**src/rtl/ifu_fetch.sv**
```systemverilog
// Instruction fetch stage: owns the PC, reads the combinational ROM and queues
// {pc, inst} pairs for decode; handles execute redirects and halts on ebreak.
module ifu_fetch #(
  parameter logic [31:0] RESET_PC = 32'h0000_0000,
  parameter int          DEPTH    = 2,
  parameter logic [31:0] EBREAK   = 32'h0010_0073
) (
  input  logic        clk,
  input  logic        rst,
  output logic [31:0] rom_addr,
  input  logic [31:0] rom_inst,
  output logic        out_valid,
  input  logic        out_ready,
  output logic [31:0] out_pc,
  output logic [31:0] out_inst,
  input  logic        redirect_valid,
  input  logic [31:0] redirect_pc,
  output logic        halt,
  output logic [31:0] inst_count
);

  localparam int AW = $clog2(DEPTH);

  typedef enum logic [1:0] {FETCH, DRAIN, HALTED} state_e;

  state_e                  state_q, state_d;
  logic [31:0]             pc_q, pc_d;
  logic [AW:0]             wptr_q, wptr_d, rptr_q, rptr_d;
  logic [DEPTH-1:0][31:0]  qpc_q, qpc_d, qinst_q, qinst_d;
  logic                    halt_q, halt_d;
  logic [31:0]             cnt_q, cnt_d;

  logic        empty, full, redir, push, pop;
  logic [AW-1:0] ra, wa;
  logic [31:0] redir_tgt;

  assign ra        = rptr_q[AW-1:0];
  assign wa        = wptr_q[AW-1:0];
  assign empty     = (wptr_q == rptr_q);
  assign full      = (wptr_q[AW] != rptr_q[AW]) && (wa == ra);
  assign redir     = redirect_valid && (state_q != HALTED);
  assign redir_tgt = redirect_pc & ~32'h3;

  // A redirect kills the head in its own cycle so a stale entry is never accepted.
  assign out_valid  = !empty && !redir && (state_q != HALTED);
  assign pop        = out_valid && out_ready;
  assign push       = (state_q == FETCH) && !redir && (!full || pop);

  assign rom_addr   = pc_q;
  assign out_pc     = qpc_q[ra];
  assign out_inst   = qinst_q[ra];
  assign halt       = halt_q;
  assign inst_count = cnt_q;

  always_comb begin
    state_d = state_q;
    pc_d    = pc_q;
    wptr_d  = wptr_q;
    rptr_d  = rptr_q;
    qpc_d   = qpc_q;
    qinst_d = qinst_q;
    halt_d  = halt_q;
    cnt_d   = cnt_q;
    if (redir) begin
      wptr_d  = '0;
      rptr_d  = '0;
      pc_d    = redir_tgt;
      state_d = FETCH;
    end else begin
      if (push) begin
        qpc_d[wa]   = pc_q;
        qinst_d[wa] = rom_inst;
        wptr_d      = wptr_q + (AW+1)'(1);
        pc_d        = pc_q + 32'd4;
        if (rom_inst == EBREAK) state_d = DRAIN;
      end
      if (pop) begin
        rptr_d = rptr_q + (AW+1)'(1);
        cnt_d  = cnt_q + 32'd1;
        // Only the last entry pushed before DRAIN can be the ebreak.
        if (state_q == DRAIN && qinst_q[ra] == EBREAK) begin
          state_d = HALTED;
          halt_d  = 1'b1;
        end
      end
    end
  end

  always_ff @(posedge clk) begin
    if (rst) begin
      state_q <= FETCH;
      pc_q    <= RESET_PC;
      wptr_q  <= '0;
      rptr_q  <= '0;
      qpc_q   <= '0;
      qinst_q <= '0;
      halt_q  <= 1'b0;
      cnt_q   <= '0;
    end else begin
      state_q <= state_d;
      pc_q    <= pc_d;
      wptr_q  <= wptr_d;
      rptr_q  <= rptr_d;
      qpc_q   <= qpc_d;
      qinst_q <= qinst_d;
      halt_q  <= halt_d;
      cnt_q   <= cnt_d;
    end
  end

endmodule

```
**config.mk**
```make
export PLATFORM = sky130hd
export DESIGN_NAME = ifu_fetch
export DESIGN_NICKNAME = d
export VERILOG_FILES = /design/src/rtl/ifu_fetch.sv
export SDC_FILE = /design/constraint.sdc
export NUM_CORES = 1
export LEC_CHECK = 0
export ABC_AREA = 1
export BUFFER_PORTS_ARGS = -buffer_cell sky130_fd_sc_hd__buf_2
export CAP_MARGIN = 10
export CORE_MARGIN = 2
export CORE_UTILIZATION = 40
export CTS_BUF_LIST = sky130_fd_sc_hd__clkbuf_4 sky130_fd_sc_hd__clkbuf_8
export CTS_CLUSTER_DIAMETER = 60
export DETAILED_ROUTE_END_ITERATION = 12
export GPL_ROUTABILITY_DRIVEN = 0
export PLACE_DENSITY_LB_ADDON = 0.2
export SKIP_CTS_REPAIR_TIMING = 1
export SLEW_MARGIN = 5
export SYNTH_ARGS = -nofsm -noshare
export SYNTH_HDL_FRONTEND = slang
export SYNTH_SLANG_ARGS = --single-unit
```
**constraint.sdc**
```tcl
create_clock -name clk -period 3.26 [get_ports clk]
set_clock_uncertainty 0.15 [all_clocks]
set_input_delay 0.652 -clock clk [delete_from_list [all_inputs] [get_ports clk]]
set_output_delay 0.652 -clock clk [all_outputs]
set_load 0.02 [all_outputs]
```
* Yosys cells after proc, flatten, opt, wreduce, memory -nomap -nowiden
Index checks and enable logic that the tools add are counted.
Word-level totals: register bits after elaboration 199, bits of input ports 68, output and inout port bits 130, logic and storage cells 59
Operators by class: $add $sub $neg 4, magnitude comparators 3, equal/unequal tests 7, multiplexer cells 14, bitwise operators 1, reduce and logical (&&, ||, !) cells 19
Operators by type and width (number):
- $mux 32 | 7
- $bwmux 64 | 2
- $eq 32x21->1 const B | 2
- $add 32x1->32 const B | 1
- $add 32x3->32 const B | 1
- $demux 32 s1 | 1
- $logic_and 1x1->1 | 9
- $mux 2 | 4
- $add 2x1->2 const B | 2
- $lt 1x2->1 const B | 2
- $reduce_and 2->1 | 2
- $logic_not 1->1 | 3
- $reduce_and 3->1 | 1
- $eq 2x1->1 const B | 1
- $eq 2x2->1 | 1
- $logic_not 2->1 | 1
- $ne 2x2->1 const B | 1
- $reduce_bool 2->1 | 1
- $reduce_or 2->1 | 1
- $eq 1x1->1 | 1
- $ge 1x1->1 const B | 1
- $logic_or 1x1->1 | 1
- $ne 1x1->1 | 1
- $not 1->1 | 1

* Longest topological paths before layout
Gate-level depths: netlist (run 1).
depth after elaboration 11, mapped depth 12, depth with buffers taken out 11

* Worst setup path before layout (run 1)
No wires, ideal clock.
path type register to output, start point register rptr_q[0], end point output port out_pc[10], data arrival time 1329 ps, required time 2458 ps, slack 1129 ps, stages on the path, launching flop included 7, buffers on the path 3, cell sequence dfxtp_1 clkbuf_1 inv_1 clkbuf_1 buf_1 nand2_1 nand2_1
Between the ends: cells in the longest elaborated chain, start to end 2
Ends and longest elaborated chain:
- from (decl) | line 28 | logic [AW:0] wptr_q, wptr_d, rptr_q, rptr_d;
- from (signal assigned) | line 103 | rptr_q <= rptr_d;
- $mux 32 (implied by the code) (2 in a row) | line 50 | assign out_pc = qpc_q[ra];
- to (decl) | line 14 | output logic [31:0] out_pc,
No other way between the ends. The select of a mux whose other input is x is not followed.

* Worst setup path after layout (run 1)
start point register rptr_q[0], end point output port out_inst[28]
Between the ends: cells in the longest elaborated chain, start to end 2
Ends and longest elaborated chain:
- $mux 32 (implied by the code) (2 in a row) | line 51 | assign out_inst = qinst_q[ra];
- to (decl) | line 15 | output logic [31:0] out_inst,
No other way between the ends. The select of a mux whose other input is x is not followed.

==> results of run 1 <==
==> metal layers <==
| layer | GRT usage | vias up | part of all wire |
|---|---|---|---|
| met3 | 0.0525 | 29 | 0.066 |
| met4 | 0.0555 | 2 | 0.014 |
| met5 | 0 | - | 0.00036 |
| li1 | - | 5359 | - |
| met2 | 0.361 | 282 | 0.44 |
| met1 | 0.326 | 4715 | 0.48 |
==> power by group through the flow <==
| stage | Combinational (W) | Clock (W) | Sequential, W |
|---|---|---|---|
| finish | 0.000776 | 0.00162 | 0.00259 |
| CTS | 0.000781 | 0.00168 | 0.00259 |
| floorplan | 0.000490 | 0 | 0.00264 |
| detailed placement | 0.000777 | 0 | 0.00264 |
| global route | 0.000869 | 0.00176 | 0.00261 |
| global placement | 0.000770 | 0 | 0.00264 |
==> sequential cells by signal, indices dropped and copies added (netlist names) <==
signal / flops
qinst_q: 64
qpc_q: 60
inst_count: 32
rom_addr: 30
rptr_q: 2
state_q: 2
wptr_q: 2
halt: 1
==> final cells by class <==
cell class / count / share of cell area
tap: 330 / 0.0355
clock inverter: 15 / 0.0143
multi-input combinational: 1251 / 0.466
clock buffer: 17 / 0.0201
inverter: 97 / 0.0314
sequential: 193 / 0.332
timing repair buffer: 214 / 0.100
==> cells by family after synthesis <==
family | synth area share
adder cells (fa/ha/maj) | 0.00248
XOR/XNOR | 0.0104
buffers and inverters | 0.0794
other | 0.000372
AND/OR/NAND/NOR | 0.412
AO/OA/AOI/OAI | 0.111
flip-flops | 0.384
==> path summary, 6_finish.rpt <==
check                      end  cells past startpoint  slack (ps)
setup / recovery  out_inst[28]                      6         500
hold / removal     qinst_q[14]                      3         290
hold reg to reg           halt                      2         300
setup reg to reg   qinst_q[57]                      9         740
==> critical path: cells and delay by family, from the launching register on <==
| family | cells | cell delay, ps |
|---|---|---|
| AND/OR/NAND/NOR | 2 | 200 |
| flip-flops | 1 | 350 |
| buffers and inverters | 4 | 930 |
==> metrics by stage <==
step	instances	power [W]
final	2117	0.00499
after global routing	2117	0.00524
after CTS	2117	0.00505
after detailed placement	2085	0.00342
after global placement	2085	0.00341
after floorplan	1624	0.00313
==> cell usage in the layout (no fill, tap or decap), types with 2 or more instances in the layout <==
master      instances
ha_1                2
nand2_2             4
nand2_1           481
dfxtp_1           192
nand3b_1           13
nand3_1            49
clkbuf_8           17
buf_2             191
xnor2_1             2
clkinvlp_4          2
nand4_1            12
buf_12              3
inv_1              93
o21ai_0           168
inv_6               4
nand2_4             2
nor2_2             42
nor2_4              3
xor2_1             10
inv_8               5
conb_1              4
nor2_1            394
a21oi_1            44
nor3_1             10
or2_2               2
clkinv_2            2
inv_2               2
buf_4              20
==> flow_summary.ini, run 1 <==
[outcome]
status = finished clean

[finish]
nets = 1844
fin_area_sq_um = 11600
fill_cells = 2708
regArea_sq_um = 3860
multi_input_area_sq_um = 5420
drive_gt1_frac = 0.172
final_util = 0.466
diodes = 0
area_delta_synth_final_pct = 15.5

[route]
drt-total-wl_um = 30300
routed-via-count = 10400
drcViolationCount = 0
drt-vias-per-instance = 4.91
wl_per_cell_um = 14.3
drtIter0Drc = 893
ant_nets = 0
first_pass_iters = 5

[setup_path]
path_max_fanout = 31
crit_type = register to output port
worst_setup_path_end_kind = output port
cp.required_ps = 2460
path_cells = clkinv_1, buf_4, buf_4, nand2_1, nand2_1, buf_2
r2r_start = wptr_q[0]
cp-startpoint = rptr_q[0]
cp_data_arrival_time_ps = 1960
startpoint_type = register
slowest_delay_ps = 360
crit_slowest_cell = buf_4

[floorplanning]
fp.dieW_um = 163
die_h_um = 163
rows = 58
die_area_sq_um = 26500
coreArea_sq_um = 25000
start_util = 0.403
num_io_pins = 198

[grt]
grt_pass1_wl_um = 49300
grt_pass1_vias = 9632
gr-usage-all-layers = 0.232
antenna_found_initial = 1
grt_max_degree = 84
grt_overflow = 0

[timing]
hold_viol_final = 0
drv_slew = 0
fin_ws_ps = 499
fin_setup_tns_ps = 0
whs_ps = 286
max_slew_margin = 0.416
rsz0062_at_grt = false
fmax_mhz = 362
min_period_over_period = 0.847
setup_viol_count_final = 0
fin_crit_ps = 2760
tightestPinTransition_ps = 875

[flow_run]
maxCapViolCount = 0

[logic_synthesis]
syn_area_sq_um = 10100
synth_warnings = 0
synth_ff_type = dfxtp_1
synth_top_area_frac = 0.384
synth_area_leaders = dfxtp_1 (38%), nand2_1 (18%), nor2_1 (15%)
synthCells = 1621
synth_enable_flop_cells = 0
async_flop_share = 0
ys_seq_area_frac = 0.384
ys_types = 35
yosysMostFrequentCell = nand2_1
yosys-top-cells-count = nand2_1 (481), nor2_1 (394), dfxtp_1 (193)
syn_avg_cell_area_sq_um = 6.21
synth-seq-cells = 193
synth_top_cell_by_area = dfxtp_1

[clock_tree]
cts_root_buf = clkbuf_8
clkTransAtPathRegs_ps = 120
clock_latency_ps = 480
clock-sinks = 193
cts_max_path_buffers = 2
ctsHtreeMaxLevel = 4
cts_tree = built
cts_buffers = 17

[power]
power_frac_comb = 0.156
leakagePower_nw = 5.42
power.internal_w = 0.00338
power_switching_w = 0.00161
powerDensity_nw_per_um2 = 429
swShare = 0.323
p_seq_frac = 0.520
clkPwrFrac = 0.325
vdd_ir_drop_max_mv = 0.238

[min_path]
min_path_type = input pin to register
min-delay-start = rom_inst[14]

[placed_design]
pre_cts_ws_ps = 585
io_buffers = 191
dpl_cell_area_sq_um = 11200
dp_hpwl_um = 20600
(Power assumes the default switching activity.)
==> run 2, diff against run 1 <==
clock period = 2.3 ns   (was 3.26 ns; I/O delays follow)
==> run 2 against run 1 <==
Sequential power increased by 41%. Combinational power is 57% higher. Sequential share of layout area decreased by 1.4 points. Clock power rose by 42%. Worst setup slack worse by 460 ps. Core utilization rose by 2.0 points. First-iteration DRC count decreased by 11%. Global-route usage about the same. Clock-buffer cell count grew 1. Design area is 4.3% higher. Power is 43% higher.
==> flow_summary.ini, run 2 (synthesized netlist as in run 1, its figures left out) <==
[placed_design]
io_buffers = 191
pre_cts_ws_ps = 199
dp_hpwl_um = 21400
dpl_cell_area_sq_um = 11500

[setup_path]
reg2reg_to = rom_addr[18]
startpoint_type = register
path_max_fanout = 28
crit_type = register to output port
regToRegSetupSlack_ps = 230
r2r_cells = 9
cp.required_ps = 1690
cp_data_arrival_time_ps = 1650
worst_setup_path_end_kind = output port
r2r_start = rptr_q[0]

[finish]
largest_register = qinst_q
diodes = 0
area_delta_synth_final_pct = 20.5
nets = 1880
largest_register_ffs = 64
layout_common_cells = nand2_1 (479), nor2_1 (393), dfxtp_1 (192), buf_2 (187), o21ai_0 (166)
layout_commonest_cell = nand2_1
fin_area_sq_um = 12100
drive_gt1_frac = 0.192

[timing]
fin_ws_ps = 35.0
min_period_over_period = 0.985
rsz0062_at_grt = true
fmax_mhz = 442
hold_viol_final = 0
fin_crit_ps = 2260
setup_viol_count_final = 0
fin_setup_tns_ps = 0
drv_slew = 0

[route]
drcViolationCount = 0
wl_per_cell_um = 14.3
drtIter0Drc = 799
drt-vias-per-instance = 4.92
routed-via-count = 10600
drt-total-wl_um = 30900
ant_nets = 0
first_pass_iters = 5

[power]
vdd_ir_drop_max_mv = 0.359
leakagePower_nw = 5.68
powerDensity_nw_per_um2 = 590

[clock_tree]
clock-sinks = 193
cts_buffers = 17
clock_latency_ps = 470
clkTransAtPathRegs_ps = 130
ctsHtreeMaxLevel = 4
cts_root_buf = clkbuf_8
cts_tree = built
cts_max_path_buffers = 2

[flow_run]
maxCapViolCount = 0

[floorplanning]
rows = 58
die_area_sq_um = 26500
num_io_pins = 198
start_util = 0.403
coreArea_sq_um = 25000
die_h_um = 163
fp.dieW_um = 163

[grt]
grt_pass1_wl_um = 49100
grt_overflow = 0
antenna_found_initial = 1
grt_max_degree = 77
grt_pass1_vias = 9762
gr-usage-all-layers = 0.231

[min_path]
min_path_type = input pin to register
min-delay-start = rom_inst[9]
min_to = qinst_q[41]
whs_path_depth = 3

[outcome]
status = finished clean
## run 2: changes by cell type in the layout (fill, tap and decap cells not counted), moves of 2 or more
cell	previous run	this run
buf_12	3	12
buf_2	191	187
buf_4	20	43
buf_6	0	5
clkbuf_16	0	2
clkinv_4	1	3
inv_6	4	2
nand2_1	481	479
nand2_4	2	5
o21ai_0	168	166
## run 2: worst max-delay path, cell delays in order (launching register included)
cell	delay, ps
dfxtp_4	390
buf_4	150
clkbuf_16	200
o21ai_0	230
inv_1	60
buf_2	160
## run 2: worst max-delay path by stage
stage	start	end	depth (start not counted)
3_5_place_dp	rptr_q[0]	rom_addr[3]	9
3_3_place_gp	rptr_q[0]	rom_addr[18]	9
5_1_grt	rptr_q[0]	out_inst[30]	6
4_1_cts	rptr_q[0]	out_inst[30]	6
2_1_floorplan	rom_addr[4]	rom_addr[23]	12
6_report	rptr_q[0]	out_inst[15]	5
## run 2: metrics by stage
step	hold WS, ps	cells	power [W]	utilization
after global routing	49.3	2153	0.00749	0.486
final	78.5	2153	0.00716	0.486
after global placement	289	2112	0.00490	0.462
after CTS	48.5	2144	0.00720	0.478
after floorplan	291	1624	0.00444	-
after detailed placement	293	2112	0.00491	0.462
## run 2: power breakdown
group          internal (W)  total (W)  leakage [nW]  switching (W)
Sequential          0.00351    0.00364          1.58       0.000123
Combinational      0.000426    0.00122          3.90       0.000797
Clock              0.000858    0.00230         0.202        0.00144
## run 2: cell type report
type	instances	area, sq um
timing repair buffer	250	1630
clock inverter	14	156
clock buffer	18	248
sequential	193	3870
inverter	97	369
multi-input combinational	1251	5450
tap	330	413
fill	2589	12800
## run 2: metal layers
metal	routed length, um	global-route usage
met1	14900	0.318
met2	13900	0.379
met3	1780	0.0458
met4	257	0.0447
met5	7	0
==> run 3, diff against run 2 <==
CORE_UTILIZATION = 45   (was 40)
SETUP_SLACK_MARGIN = 0.3   (was not set)
==> run 3 against run 2 <==
The flow now finishes with violations (setup timing). Critical path depth rose by 1. Global-route usage rose by 1.6 points. Maximum frequency fell by 3.3%. Power rose by 4.1%. Sequential power barely moved. Core utilization rose by 12 points. Non-clock buffer count rose by 28. Worst setup slack got worse by 77 ps. Largest cell class unchanged.
==> flow_summary.ini, run 3 (synthesized netlist as in run 1, its figures left out) <==
[setup_path]
worst_setup_path_end_kind = output port
cp_data_arrival_time_ps = 1730
cpMostUsedCell = nand2_1
regToRegSetupSlack_ps = 50
path_cells = clkinvlp_4, buf_4, clkbuf_16, nand2_1, nand2_1, buf_2
path_buf_inv = 4
cp.required_ps = 1690
startpoint_type = register
reg2reg_to = qinst_q[52]
path_max_fanout = 12
crit_family = buffers and inverters
crit_slowest_cell = dfxtp_4
r2r_start = rptr_q[0]
slowest_delay_ps = 410
r2r_cells = 12
crit_type = register to output port

[clock_tree]
clock_latency_ps = 480
cts_root_buf = clkbuf_8
cts_tree = built
cts_buffers = 17
cts_max_path_buffers = 2
clock-sinks = 193
ctsHtreeMaxLevel = 4
clkTransAtPathRegs_ps = 110

[timing]
fin_ws_ps = -41.7
fin_setup_tns_ps = -321
whs_ps = 81.4
min_period_over_period = 1.02
fmax_mhz = 427
fin_crit_ps = 2340
rsz0062_at_grt = true
hold_viol_final = 0
setup_viol_count_final = 16
drv_slew = 0

[finish]
largest_register = qinst_q
layout_common_cells = nand2_1 (457), nor2_1 (338), dfxtp_1 (187), buf_2 (178), o21ai_0 (158)
nets = 1913
largest_register_ffs = 64
fin_area_sq_um = 13200
drive_gt1_frac = 0.253
layout_commonest_cell = nand2_1
area_delta_synth_final_pct = 31.6
fill_cells = 2096

[min_path]
whs_path_depth = 3
min-delay-start = rom_inst[7]
min_path_type = input pin to register
min_to = qinst_q[7]

[route]
route.met2.wl_um = 15000
drt-vias-per-instance = 5.14
routed-via-count = 11000
wl_per_cell_um = 15.2
wl_met3_um = 2270
ant_nets = 0
drtIter0Drc = 870
first_pass_iters = 5
drt-total-wl_um = 32500
top_layer_used = met5
drcViolationCount = 0
wl_met1_um = 14800

[placed_design]
dpl_cell_area_sq_um = 11500
io_buffers = 191
dp_hpwl_um = 21000

[grt]
grt_overflow = 0
antenna_found_initial = 2
grt_pass1_vias = 9457
gr-usage-all-layers = 0.248
grt_pass1_wl_um = 47900
grt_max_degree = 81

[floorplanning]
fp.dieW_um = 154
coreArea_sq_um = 21900
die_h_um = 154
start_util = 0.460
die_area_sq_um = 23600
rows = 54
num_io_pins = 198

[outcome]
violations = setup timing
status = finished, violations left

[power]
leakagePower_nw = 5.94
vdd_ir_drop_max_mv = 0.363
powerDensity_nw_per_um2 = 562

[flow_run]
maxCapViolCount = 0
run 3: power by group:
part	leakage [nW]	internal (W)	switching, W	total, W
clock network	0.209	0.000963	0.00141	0.00237
logic	4.15	0.000537	0.000877	0.00141
registers	1.58	0.00351	0.000153	0.00367
total	5.94	0.00501	0.00244	0.00745
run 3: through the flow:
step                worst slack (ps)  instances   util  total power [W]
floorplan                        335       1624      -          0.00444
global placement                85.4       2063  0.525          0.00488
detailed placement              52.0       2063  0.525          0.00490
CTS                             -328       2095  0.544          0.00724
global route                   -87.9       2137  0.605          0.00775
finish                         -41.7       2138  0.605          0.00745
run 3: worst max path at each step:
stage / startpoint / endpoint / depth (start not counted)
2_1_floorplan: rom_addr[4] / rom_addr[23] / 12
3_3_place_gp: redirect_valid / qpc_q[41] / 7
3_5_place_dp: redirect_valid / qpc_q[41] / 9
4_1_cts: rptr_q[0] / out_pc[22] / 5
5_1_grt: rptr_q[0] / out_pc[3] / 6
6_report: rptr_q[0] / out_pc[22] / 6
run 3: routing by layer:
layer	track usage	vias to the layer above
li1	-	5515
met1	0.341	5081
met3	0.0586	41
met4	0.0533	2
met5	0	-
met2	0.397	346
run 3: cell type report:
type / instances / area [sq um] / share of cell area
multi-input cells: 1256 / 6070 / 0.458
flip-flops and latches: 193 / 3870 / 0.292
repair buffers: 278 / 2160 / 0.163
inverters: 97 / 374 / 0.0282
well taps: 280 / 350 / 0.0264
clock buffers: 19 / 255 / 0.0193
clock inverters: 13 / 164 / 0.0124
diodes: 2 / 5.00 / 0.000378
run 3: worst reg2reg max path: cells and delay by family (launching register included):
kind	cells	cell delay, ps
and+or+nand+nor	7	600
DFF	1	410
buffers and inverters	4	670
AOI/OAI and AO/OA	1	320
